--- src/rtl/branch_pkg.sv ---
// Shared types for branch resolution: condition codes, flag bit positions
// and the decoded branch kind.
package branch_pkg;

  typedef enum logic [3:0] {
    EQ = 4'h0, NE = 4'h1, HS = 4'h2, LO = 4'h3,
    MI = 4'h4, PL = 4'h5, VS = 4'h6, VC = 4'h7,
    HI = 4'h8, LS = 4'h9, GE = 4'hA, LT = 4'hB,
    GT = 4'hC, LE = 4'hD, AL = 4'hE, NV = 4'hF
  } cond_e;

  localparam int FLAG_N = 0;
  localparam int FLAG_Z = 1;
  localparam int FLAG_V = 2;
  localparam int FLAG_C = 3;

  typedef enum logic [2:0] {
    KIND_NONE  = 3'd0,
    KIND_B     = 3'd1,
    KIND_CBZ   = 3'd2,
    KIND_CBNZ  = 3'd3,
    KIND_BCOND = 3'd4
  } br_kind_e;

  // The offset is a word count; the shift and add wrap modulo 2^64.
  function automatic logic [63:0] branch_target(input logic [63:0] pc,
                                                input logic [63:0] imm);
    return pc + {imm[61:0], 2'b00};
  endfunction

endpackage

--- src/rtl/branch_resolve_cond_eval.sv ---
// Combinational evaluation of a B.cond condition code against N/Z/V/C.
module cond_eval
  import branch_pkg::*;
(
  input  cond_e      cond_i,
  input  logic [3:0] flags_i,
  output logic       taken_o
);

  logic n, z, v, c;
  logic hi, ge, gt;

  assign n  = flags_i[FLAG_N];
  assign z  = flags_i[FLAG_Z];
  assign v  = flags_i[FLAG_V];
  assign c  = flags_i[FLAG_C];
  assign hi = c & ~z;
  assign ge = (n == v);
  assign gt = ~z & ge;

  always_comb begin
    taken_o = 1'b0;
    unique case (cond_i)
      EQ: taken_o = z;
      NE: taken_o = ~z;
      HS: taken_o = c;
      LO: taken_o = ~c;
      MI: taken_o = n;
      PL: taken_o = ~n;
      VS: taken_o = v;
      VC: taken_o = ~v;
      HI: taken_o = hi;
      LS: taken_o = ~hi;
      GE: taken_o = ge;
      LT: taken_o = ~ge;
      GT: taken_o = gt;
      LE: taken_o = ~gt;
      AL: taken_o = 1'b1;
      NV: taken_o = 1'b1;
      default: taken_o = 1'b0;
    endcase
  end

endmodule

--- src/rtl/branch_resolve.sv ---
// Resolves B/CBZ/CBNZ/B.cond one cycle after decode, drives the front-end
// flush and keeps resolved/taken statistics.
module branch_resolve
  import branch_pkg::*;
#(
  parameter int FLUSH_CYCLES = 1,
  parameter int CNT_W        = 32
) (
  input  logic             clk,
  input  logic             reset,
  input  logic [3:0]       flag_q,
  input  logic             ex_set_flags,
  input  logic [3:0]       ex_flags,
  input  logic             id_valid,
  input  logic             id_is_b,
  input  logic             id_is_cbz,
  input  logic             id_is_cbnz,
  input  logic             id_is_bcond,
  input  logic [3:0]       id_cond,
  input  logic             id_rt_zero,
  input  logic [63:0]      id_pc,
  input  logic [63:0]      id_imm,
  output logic             br_valid,
  output logic             br_taken,
  output logic [63:0]      br_target,
  output logic             flush,
  output logic [CNT_W-1:0] br_count,
  output logic [CNT_W-1:0] taken_count
);

  localparam int FCW = $clog2(FLUSH_CYCLES + 1);

  logic [3:0]       eff_flags;
  logic             bcond_taken;
  br_kind_e         kind;
  logic             accept;
  logic             taken_now;

  logic             br_valid_q, br_valid_d;
  logic             br_taken_q, br_taken_d;
  logic [63:0]      br_target_q, br_target_d;
  logic [FCW-1:0]   flush_cnt_q, flush_cnt_d;
  logic [CNT_W-1:0] br_count_q, br_count_d;
  logic [CNT_W-1:0] taken_count_q, taken_count_d;

  // A flag-setting op in EX overrides the architectural flags in the same cycle.
  assign eff_flags = ex_set_flags ? ex_flags : flag_q;

  cond_eval u_cond_eval (
    .cond_i  (cond_e'(id_cond)),
    .flags_i (eff_flags),
    .taken_o (bcond_taken)
  );

  always_comb begin
    kind = KIND_NONE;
    if (id_is_b)          kind = KIND_B;
    else if (id_is_cbz)   kind = KIND_CBZ;
    else if (id_is_cbnz)  kind = KIND_CBNZ;
    else if (id_is_bcond) kind = KIND_BCOND;
  end

  always_comb begin
    taken_now = 1'b0;
    case (kind)
      KIND_B:     taken_now = 1'b1;
      KIND_CBZ:   taken_now = id_rt_zero;
      KIND_CBNZ:  taken_now = ~id_rt_zero;
      KIND_BCOND: taken_now = bcond_taken;
      default:    taken_now = 1'b0;
    endcase
  end

  assign flush  = (flush_cnt_q != '0);
  assign accept = id_valid & (kind != KIND_NONE) & ~flush;

  always_comb begin
    br_valid_d    = accept;
    br_taken_d    = br_taken_q;
    br_target_d   = br_target_q;
    flush_cnt_d   = flush_cnt_q;
    br_count_d    = br_count_q;
    taken_count_d = taken_count_q;

    if (flush) flush_cnt_d = flush_cnt_q - FCW'(1);

    if (accept) begin
      br_taken_d  = taken_now;
      br_target_d = branch_target(id_pc, id_imm);
      br_count_d  = br_count_q + CNT_W'(1);
      if (taken_now) begin
        taken_count_d = taken_count_q + CNT_W'(1);
        flush_cnt_d   = FCW'(FLUSH_CYCLES);
      end
    end
  end

  always_ff @(posedge clk or posedge reset) begin
    if (reset) begin
      br_valid_q    <= 1'b0;
      br_taken_q    <= 1'b0;
      br_target_q   <= '0;
      flush_cnt_q   <= '0;
      br_count_q    <= '0;
      taken_count_q <= '0;
    end else begin
      br_valid_q    <= br_valid_d;
      br_taken_q    <= br_taken_d;
      br_target_q   <= br_target_d;
      flush_cnt_q   <= flush_cnt_d;
      br_count_q    <= br_count_d;
      taken_count_q <= taken_count_d;
    end
  end

  assign br_valid    = br_valid_q;
  assign br_taken    = br_taken_q;
  assign br_target   = br_target_q;
  assign br_count    = br_count_q;
  assign taken_count = taken_count_q;

endmodule

--- config.mk ---
export PLATFORM = sky130hd
export DESIGN_NAME = branch_resolve
export DESIGN_NICKNAME = d
export VERILOG_FILES = /design/src/rtl/branch_pkg.sv /design/src/rtl/branch_resolve_cond_eval.sv /design/src/rtl/branch_resolve.sv
export SDC_FILE = /design/constraint.sdc
export NUM_CORES = 1
export LEC_CHECK = 0
export ABC_AREA = 1
export CAP_MARGIN = 40
export CORE_MARGIN = 2
export CORE_UTILIZATION = 35
export CTS_BUF_LIST = sky130_fd_sc_hd__clkbuf_16
export CTS_CLUSTER_SIZE = 10
export DETAILED_ROUTE_END_ITERATION = 16
export PLACE_DENSITY = 0.7
export SLEW_MARGIN = 20
export SYNTH_ARGS = -nofsm -noshare
export SYNTH_HDL_FRONTEND = slang
export SYNTH_SLANG_ARGS = --single-unit
--- constraint.sdc ---
create_clock -name clk -period 8.1 [get_ports clk]
set_input_delay 1.215 -clock clk [delete_from_list [all_inputs] [get_ports clk]]
set_output_delay 1.215 -clock clk [all_outputs]
set_load 0.02 [all_outputs]
# Word level (Yosys, flattened, before mapping)
# Index checks and enable logic that the tools add are counted.
# word_totals
register_bits,131
inputBits,149
out_inout_bits,131
word_cells,57
# classes
n_addsub,4
n_eq_ne,20
muxes,10
n_bitwise,13
reduce_logical,4
# op_table
cell,n
32-bit by 1-bit adder with 32-bit output (second input constant),2
64-bit adder,1
4-bit equality test (second input constant),8
4-bit by 3-bit equality test with 1-bit output (second input constant),4
1-bit case mux with 15 select lines,1
3-bit two-way mux,4
1-bit NOT,9
4-bit by 2-bit equality test with 1-bit output (second input constant),2
3-bit by 2-bit equality test with 1-bit output (second input constant),2
1-bit AND,4
4-bit by 1-bit equality test with 1-bit output (second input constant),1
4-bit zero test,1
4-bit two-way mux,1
1-bit case mux with 4 select lines,1
3-bit by 1-bit equality test with 1-bit output (second input constant),1
3-bit equality test (second input constant),1
1-bit two-way mux,3
3-bit nonzero test,1
2-bit AND reduction,1
2-bit OR reduction,1
1-bit equality test,1
1-bit subtractor (second input constant),1

# Longest topological paths before layout
# depth
word_depth,8
ltp_mapped,17
mapped_depth_nobuf,17

# By module
# A second synthesis with hierarchy kept.
# hier_totals
cells_unflattened,1953
hier_area_um2,11780.0
# by_module_without_submodules
module,n_inst,cells_each,area_each_um2
branch_resolve,1,1902,11567.3
cond_eval,1,51,212.7

# Worst setup path after synthesis
# OpenSTA, ideal clock, no wires.
# synth_timing
path_type,input to register
start,input port id_pc[2]
end,register br_target_q[58] (netlist: br_target[58])
setup_ps,118
arrival_time_ps,2765
setup_slack_ps,5217
cell_stages,17
path_buffers,0
path_cell_list,ha_1 inv_1 fa_1 inv_1 nand3_1 nand3_1 nand2_1 nand2_1 nand2_1 nand2_1 nand2_1 nand2_1 nand2_1 nand2_1 nand2_1 nand3_1 nand2_1
# synth_between
elab_chain_len,1
# synth_lines
element,line,source
start: declaration,branch_resolve.sv:21,"input logic [63:0] id_pc,"
64-bit adder,branch_pkg.sv:28,"return pc + {imm[61:0], 2'b00};"
end signal: assignment,branch_resolve.sv:109,br_target_q <= br_target_d;
end: declaration,branch_resolve.sv:41,"logic [63:0] br_target_q, br_target_d;"
# Every way passes these cells.
# A chain may end at the register's enable or synchronous reset.

# Worst setup path after layout
# layout_timing
start,input port ex_set_flags
end,register taken_count_q[31] (netlist: taken_count[31])
# layout_between
elab_chain_len,7
word_cells_on_any_way,14
classes_between,eq/ne (1); mux (3); bitwise (9); reduce/logical (1)
# layout_lines
element,line,source
start: declaration,branch_resolve.sv:12,"input logic ex_set_flags,"
4-bit two-way mux *,branch_resolve.sv:47,assign eff_flags = ex_set_flags ? ex_flags : flag_q;
1-bit equality test or 1-bit NOT (tied branches),--,
"1-bit AND, on equally long branches","branch_resolve_cond_eval.sv:19, branch_resolve_cond_eval.sv:17",
"1-bit NOT, on equally long branches","branch_resolve_cond_eval.sv:37, branch_resolve_cond_eval.sv:33",
1-bit case mux with 15 select lines *,branch_resolve_cond_eval.sv:23,unique case (cond_i)
1-bit case mux with 4 select lines *,branch_resolve.sv:65,case (kind)
2-bit AND reduction (no line) *,--,
end signal: assignment,branch_resolve.sv:112,taken_count_q <= taken_count_d;
end: declaration,branch_resolve.sv:44,"logic [CNT_W-1:0] taken_count_q, taken_count_d;"
# Mark *: on every way between the ends. The rest lies on a longest branch, timed or not.

==> impl_metrics.toml <==
[status]
status = "complete, no violations"

[grt]
antenna_found_initial = 0
grt_remaining_overflow = 0
grt_max_degree = 78
grt_pass1_wl_um = 65300
grt_use_total = 0.233
grt_pass1_vias = 12500

[floorplan]
initial_core_util = 0.358
die_h_um = 187
die_w_um = 187
num_rows = 66
io_pins = 280
core_area_um2 = 32700
dieArea_um2 = 34900

[yosys]
syn_inst = 1911
synth.avg_cell_area_um2 = 6.12
ys_seq_area_frac = 0.280
synth-edff-count = 0
synth-seq-cells = 131
synth_area_leaders = "dfrtp_1, nand2_1, inv_1, ha_1, nand3_1"
synthesis.area_um2 = 11700
dominantRegCellSynth = "dfrtp_1"
yosys.cell_count.top_type = "nand2_1"
syn_nets = 2124
yosys-top-cells-count = "nand2_1, inv_1, nor2_1"
yosysWarnings = 0
synthArstFlopShare = 1.00
ys_types = 40
yosys.area.top_type = "dfrtp_1"
yosys.area.top_type_share = 0.280

[cts]
cts_made_buffers = 17
cts_hold_buf = 0
clockBufferDepth = 2
cts_tree = "yes"
cts-resized-gates = 0
cts_setup_buffers = 0
cts_sinks = 131
clkLatencyLatePin_ps = 440
root_buffer = "clkbuf_16"
htreeDepth = 4
clkSlewWorstSetupHoldPaths_ps = 60

[worst_setup_path]
critPathMaxFanout = 41
critical_path_class = "input pin to register"
crit_required_ps = 8410
slowest_delay_ps = 660
worstPathArrival_ps = 3790
cpMaxStageDelayCell = "clkdlybuf4s50_1"
crit_top_cell = "nand2_1"
end_kind = "register"
reg2reg_from = "flush"
crit_chain = "clkdlybuf4s50_1 -> nand2_1 -> nand2_1 -> nand2_1 -> nand2_1 -> nand2_1 -> nand2_1 -> nand3b_1 -> nand3_1 -> nand2_1 -> nand2_2 -> nand2_4 -> nand2_1 -> nand2_1"
startpoint_type = "input pin"
worstSetupStartpoint = "ex_set_flags"

[timing]
slew_headroom = 0.478
grt_setup_unrepaired = "no"
holdWs_ps = 479
timing.final.crit_share = 0.430
period_minus_slack_ps = 3480
maxClockFrequency_mhz = 287
setup_viol = 0
tns_ps = 0
maxSlewViolCount = 0
tightest_slew_ps = 781
hold_viol = 0
fin_skew_ps = 20.2

[final_layout]
synthToLayoutAreaGrowth_pct = 32.4
antennaDiodeCount = 0
seq_area_um2 = 3280
fin_nets = 2398
layout-drive-gt1-share = 0.0323
multiInputGateArea_um2 = 7150
fill_cells = 3436

[placed_design]
io_buffer_count = 277
place_congestion = 0.984
place_hpwl_um = 32800

[routing]
ant_nets = 0
remaining_drc_errors = 0
avgViaCountPerCell = 4.87
drt-pass1-iter-count = 7
wl_per_cell_um = 15.4
drt_iter0_drc = 954
totalWireLength_um = 40600
vias = 12800

[run]
maxCapViolations = 0

[pwr]
clkPwrFrac = 0.276
peakVddDrop_v = 0.000155
p_comb_frac = 0.398
power_switching_mw = 1.06
p_sw_frac = 0.393
internal_power_mw = 1.64
pwr-share-seq = 0.327
power_density_nw_per_um2 = 174
p_leak_nw = 8.07

[hold_path]
hp-class = "register to register"
hold_start = "br_target[40]"
==> through the flow <==
stage / utilization / std cells / instance area (µm²) / setup WS (ps) / total power [mW]
floorplan: - / 1911 / 11700 / 3390 / 1.46
finish: 0.474 / 2640 / 15500 / 4620 / 2.70
detailed placement: 0.456 / 2607 / 14900 / 4210 / 1.96
CTS: 0.473 / 2639 / 15500 / 4650 / 2.71
global placement: 0.456 / 2607 / 14900 / 4260 / 1.95
global route: 0.474 / 2640 / 15500 / 4330 / 2.86
==> final timing paths <==
check	endpoint	slack, ps	cells past startpoint
min in group asynchronous	br_target[62]	1300	2
setup / recovery	taken_count[31]	4620	14
setup reg to reg	br_count[14]	5550	10
hold / removal	br_target[40]	480	2
hold reg to reg	br_target[40]	480	2
max in group asynchronous	br_count[5]	5850	4
==> critical path, delay by kind of cell <==
| kind | cells | cell delay, ps |
|---|---|---|
| and+or+nand+nor | 13 | 1900 |
| buffers and inverters | 1 | 660 |
==> power by group through the flow <==
| stage | sequential (mW) | clock [mW] | combinational [mW] |
|---|---|---|---|
| floorplan | 1.00 | 0 | 0.456 |
| global placement | 0.889 | 0 | 1.06 |
| detailed placement | 0.891 | 0 | 1.07 |
| CTS | 0.881 | 0.757 | 1.07 |
| global route | 0.899 | 0.785 | 1.17 |
| finish | 0.880 | 0.744 | 1.07 |
==> layout by cell type, fill, tap and decap left out, types with 3 or more instances in the layout <==
| master | netlist | final |
|---|---|---|
| clkinv_4 | 0 | 4 |
| nand3_2 | 5 | 5 |
| nor2_4 | 3 | 3 |
| nor3_1 | 29 | 29 |
| nor2_2 | 5 | 5 |
| o21bai_1 | 9 | 9 |
| buf_4 | 4 | 4 |
| nor2_1 | 146 | 146 |
| dfrtp_1 | 131 | 131 |
| nand3_1 | 127 | 127 |
| or2_2 | 3 | 3 |
| ha_1 | 63 | 63 |
| inv_1 | 297 | 299 |
| nand4_1 | 30 | 30 |
| clkinv_2 | 0 | 4 |
| a21oi_1 | 71 | 71 |
| clkbuf_16 | 0 | 17 |
| nand2_2 | 9 | 8 |
| clkdlybuf4s50_1 | 0 | 277 |
| nand2_1 | 774 | 774 |
| o21ai_0 | 59 | 59 |
| nand3b_1 | 13 | 13 |
| xor2_1 | 35 | 35 |
| xnor2_1 | 43 | 43 |
| and2_1 | 3 | 3 |
| nor4_1 | 10 | 10 |
==> flip-flops by register name (all words and copies together) (netlist names) <==
register     cells
br_count        32
br_taken         1
br_target       64
br_valid         1
flush            1
taken_count     32
==> layer usage <==
layer / GRT usage / routed length [µm] / vias up / share of wire
li1: - / - / 6501 / -
met1: 0.304 / 18400 / 5875 / 0.45
met2: 0.403 / 19300 / 410 / 0.48
met3: 0.0293 / 1940 / 61 / 0.048
met4: 0.0668 / 1000 / 0 / 0.025
met5: 0 / 0 / - / 0
==> cells by family after synthesis <==
group | synth area share
fa+ha+maj | 0.0691
flops | 0.280
compound gates | 0.0640
buf+inv | 0.109
xor+xnor | 0.0584
simple gates | 0.420
==> final cells by class <==
class / instances / area share
multi-input cells: 1453 / 0.462
well taps: 442 / 0.0357
flip-flops and latches: 131 / 0.212
clock inverters: 15 / 0.00775
clock buffers: 17 / 0.0275
inverters: 300 / 0.0732
repair buffers: 282 / 0.183
Power figures use the tool's default switching activity.
